### config.mk
export PLATFORM = sky130hd
export DESIGN_NAME = mem_arbiter
export DESIGN_NICKNAME = d
export VERILOG_FILES = /design/src/rtl/mem_arbiter.sv
export SDC_FILE = /design/constraint.sdc
export NUM_CORES = 1
export LEC_CHECK = 0
export CORE_AREA = 2 2 120 122
export CTS_CLUSTER_SIZE = 14
export DETAILED_ROUTE_END_ITERATION = 10
export DIE_AREA = 0 0 122 124
export DONT_BUFFER_PORTS = 1
export GPL_ROUTABILITY_DRIVEN = 0
export PLACE_DENSITY_LB_ADDON = 0.08
export SYNTH_ARGS = -nofsm -noshare
export SYNTH_HDL_FRONTEND = slang
export SYNTH_SLANG_ARGS = --single-unit
### constraint.sdc
create_clock -name clk -period 3 [get_ports clk]
set_input_delay 0.6 -clock clk [delete_from_list [all_inputs] [get_ports clk]]
set_output_delay 0.6 -clock clk [all_outputs]
set_load 0.02 [all_outputs]
### src/rtl/mem_arbiter.sv
// mem_arbiter: two-master round-robin arbiter onto one picorv32-native memory port with grant timeout.
module mem_arbiter #(
  parameter int TIMEOUT = 64
) (
  input  logic        clk,
  input  logic        res,
  input  logic        m0_valid,
  input  logic        m0_instr,
  input  logic [3:0]  m0_wstrb,
  input  logic [31:0] m0_wdata,
  input  logic [31:0] m0_addr,
  output logic        m0_ready,
  output logic [31:0] m0_rdata,
  input  logic        m1_valid,
  input  logic        m1_instr,
  input  logic [3:0]  m1_wstrb,
  input  logic [31:0] m1_wdata,
  input  logic [31:0] m1_addr,
  output logic        m1_ready,
  output logic [31:0] m1_rdata,
  output logic        s_valid,
  output logic        s_instr,
  output logic [3:0]  s_wstrb,
  output logic [31:0] s_wdata,
  output logic [31:0] s_addr,
  input  logic        s_ready,
  input  logic [31:0] s_rdata,
  output logic        timeout_err
);
  typedef enum logic [1:0] {IDLE, BUSY0, BUSY1} state_t;
  localparam logic [7:0] TO_LAST = 8'(TIMEOUT - 1);
  state_t      r_state, w_next;
  logic        r_last;
  logic [7:0]  r_cnt;
  logic        w_busy, w_g0, w_g1, w_to, w_done;
  always_ff @(posedge clk) begin
    if (res) r_state <= IDLE;
    else     r_state <= w_next;
  end
  // On a tie the master that did not win last time is granted.
  always_comb begin
    w_busy = r_state != IDLE;
    w_to   = w_busy & ~s_ready & (r_cnt == TO_LAST);
    w_done = w_busy & (s_ready | w_to);
    w_next = r_state == IDLE
           ? (m0_valid & m1_valid ? (r_last ? BUSY0 : BUSY1)
             : m0_valid ? BUSY0 : m1_valid ? BUSY1 : IDLE)
           : (w_done ? IDLE : r_state);
  end
  always_ff @(posedge clk) begin
    if (res) begin
      r_last <= 1'b1;
      r_cnt  <= 8'd0;
    end else if (r_state == IDLE && w_next != IDLE) begin
      r_last <= w_next == BUSY1;
      r_cnt  <= 8'd0;
    end else if (w_busy) begin
      r_cnt  <= r_cnt + 8'd1;
    end
  end
  always_comb begin
    w_g0        = r_state == BUSY0;
    w_g1        = r_state == BUSY1;
    s_valid     = w_busy;
    s_instr     = w_g1 ? m1_instr : w_g0 ? m0_instr : 1'b0;
    s_wstrb     = w_g1 ? m1_wstrb : w_g0 ? m0_wstrb : 4'h0;
    s_wdata     = w_g1 ? m1_wdata : w_g0 ? m0_wdata : 32'h0;
    s_addr      = w_g1 ? m1_addr  : w_g0 ? m0_addr  : 32'h0;
    m0_ready    = w_g0 & w_done;
    m1_ready    = w_g1 & w_done;
    m0_rdata    = w_g0 & s_ready ? s_rdata : 32'h0;
    m1_rdata    = w_g1 & s_ready ? s_rdata : 32'h0;
    timeout_err = w_to;
  end
endmodule

==> impl_metrics.toml <==
[sta]
hold_slack_ns = 0.424
tns_ns = 0
maxSlewViolCount = 0
slew_headroom = 0.639
fmax_ghz = 0.405
grt_setup_unrepaired = "no"
finalSetupViolations = 0
fin_crit_ns = 2.47
hold_viol_final = 0
finClkSkew_ns = 0.00303
period_share = 0.822
tightest_slew_ns = 0.542
setup_ws_ns = 0.533

[pwr]
leakage_nw = 0.881
pwr_density_cell_nw_per_um2 = 446
ir_worst_vdd_uv = 147

[layout]
layout-drive-gt1-share = 0.0490
instances_no_fill = 386
postLayoutCellArea_um2 = 1910
n_fill_cell = 1587
nets = 381
layout-area-overhead-vs-synth_pct = 15.7

[logic_synthesis]
synth_largest_area_cell = "a22o_1"
yosysTopAreaCellShare = 0.366
synth_area_um2 = 1650
synth-edff-count = 0
yosysSeqAreaShare = 0.133
syn_avg_cell_area_um2 = 7.38
synthCells = 224
ys_types = 28
synth_nets = 400
dominantRegCellSynth = "dfxtp_1"
synth-seq-cells = 11
ys_warn_count = 0
ys_async_sr_fraction = 0
yosys-top-cells-area = "a22o_1 37%, and3_1 24%, dfxtp_1 13%, buf_2 4.8%, clkbuf_1 3.0%"

[route]
avgRoutedWirePerCell_um = 25.6
totalWireLength_um = 9860
drc_errors = 0
ant_nets = 0
first_pass_iters = 4
vias = 1914
drtIter0Drc = 110
via_per_inst = 4.96

[critical_path]
cp-start-kind = "register"
worstPathArrival_ns = 1.87
critPathCaptureType = "primary output"
crit_fanout = 39
critPathKind = "reg2out"
critical_path_required_ns = 2.40

[clocking]
cts_sinks = 11
cts_root_buffer = "clkbuf_16"
clk_path_buf_depth = 2
clk_latency_ns = 0.24
cts_tree = "built"
hold_buffers = 0
cts_made_buffers = 3
path_clk_slew_ns = 0.04
cts_repair_resize_count = 0
h-tree-depth = 1
post-cts-setup-buffer-count = 0

[global_route]
grt_use_total = 0.106
first_global_vias = 1612
antenna_found_initial = 2
grt_pass1_wl_um = 11700
grt.overflow.total = 0
grt_max_degree = 69

[die]
rows = 43
start_util = 0.120
fp.dieArea_um2 = 15100
die_h_um = 124
io_pins = 312
coreArea_um2 = 13700
die_x_um = 122

[placed_design]
placedInstanceArea_um2 = 1830
dp_hpwl_um = 8220
dp_slack_ns = 0.764
place.port_buffers = 0
dp_cells = 380

[status]
outcome = "finished, final reports clean"

[flow_run]
maxCapViolCount = 0

[worst_hold_path]
hold_class = "in2reg"
==> layer usage <==
metal | share of wire | vias up | global-route usage | wire, um
met5 | 0 | - | 0 | 0
met4 | 0.0029 | 0 | 0.0108 | 29
met3 | 0.13 | 8 | 0.0472 | 1260
met2 | 0.50 | 158 | 0.182 | 4900
met1 | 0.37 | 900 | 0.126 | 3680
li1 | - | 848 | - | -
==> placed cells by master, fill, tap and decap left out, drive strengths merged, types with 3 or more instances in the layout <==
cell type / count
a21oi: 5
a22o: 69
and3: 64
buf: 5
clkbuf: 4
dfxtp: 11
nand2: 7
nand3: 3
nor2: 6
o21ai: 5
or3: 3
==> flip-flops by register name, summed over array words and instances (netlist names) <==
name / cells
r_last: 1
r_state: 2
r_cnt: 8
==> cell usage after synthesis, drive strengths merged, types with 3 or more instances <==
master / count
a22o: 69
clkbuf: 13
or3: 3
o21ai: 5
nand3: 3
nand2: 7
nor2: 6
and3: 64
dfxtp: 11
buf: 16
a21oi: 5
==> worst max-delay path, cell delays in order, from the launching register on <==
cell and delay, ns:
dfxtp_1 0.36, and2b_4 0.58, buf_4 0.35, and3_1 0.33
==> area by class of cell <==
type                            count  area [um^2]  share of cell area
Multi-Input combinational cell    183         1300               0.682
Tap cell                          180          225               0.118
Sequential cell                    11          220               0.115
Clock buffer                        4         78.8              0.0412
Timing Repair Buffer                5         75.1              0.0393
Antenna cell                        2         5.00             0.00262
Inverter                            1         3.75             0.00196
==> kinds of logic after synthesis <==
| kind of cell | synth area share |
|---|---|
| flops | 0.133 |
| xor+xnor | 0.0106 |
| simple gates | 0.328 |
| buf+inv | 0.0802 |
| compound gates | 0.441 |
| fa+ha+maj | 0.00757 |
==> stage by stage <==
step / utilization / total power, W
after floorplan: - / 0.000544
after global placement: 0.133 / 0.000615
after detailed placement: 0.133 / 0.000613
after CTS: 0.139 / 0.000866
after global routing: 0.139 / 0.000891
final: 0.139 / 0.000853
==> power breakdown <==
group / internal (W) / total, W / switching (W)
logic: 0.000118 / 0.000442 / 0.000324
registers: 0.000154 / 0.000163 / 0.00000879
clock network: 0.000179 / 0.000249 / 0.0000697
==> path summary, 6_finish.rpt <==
check	cells after the start	slack (ns)	startpoint	to
worst max register to register	4	1.34	r_state[1]$_SDFF_PP0_	r_cnt[3]$_SDFFE_PP0N_
worst min-delay path	1	0.42	res	r_cnt[1]$_SDFFE_PP0N_
worst min register to register	2	0.49	r_cnt[1]$_SDFFE_PP0N_	r_cnt[1]$_SDFFE_PP0N_
worst max-delay path	3	0.53	r_state[0]$_SDFF_PP0_	m1_rdata[21]
(Power assumes the default switching activity.)
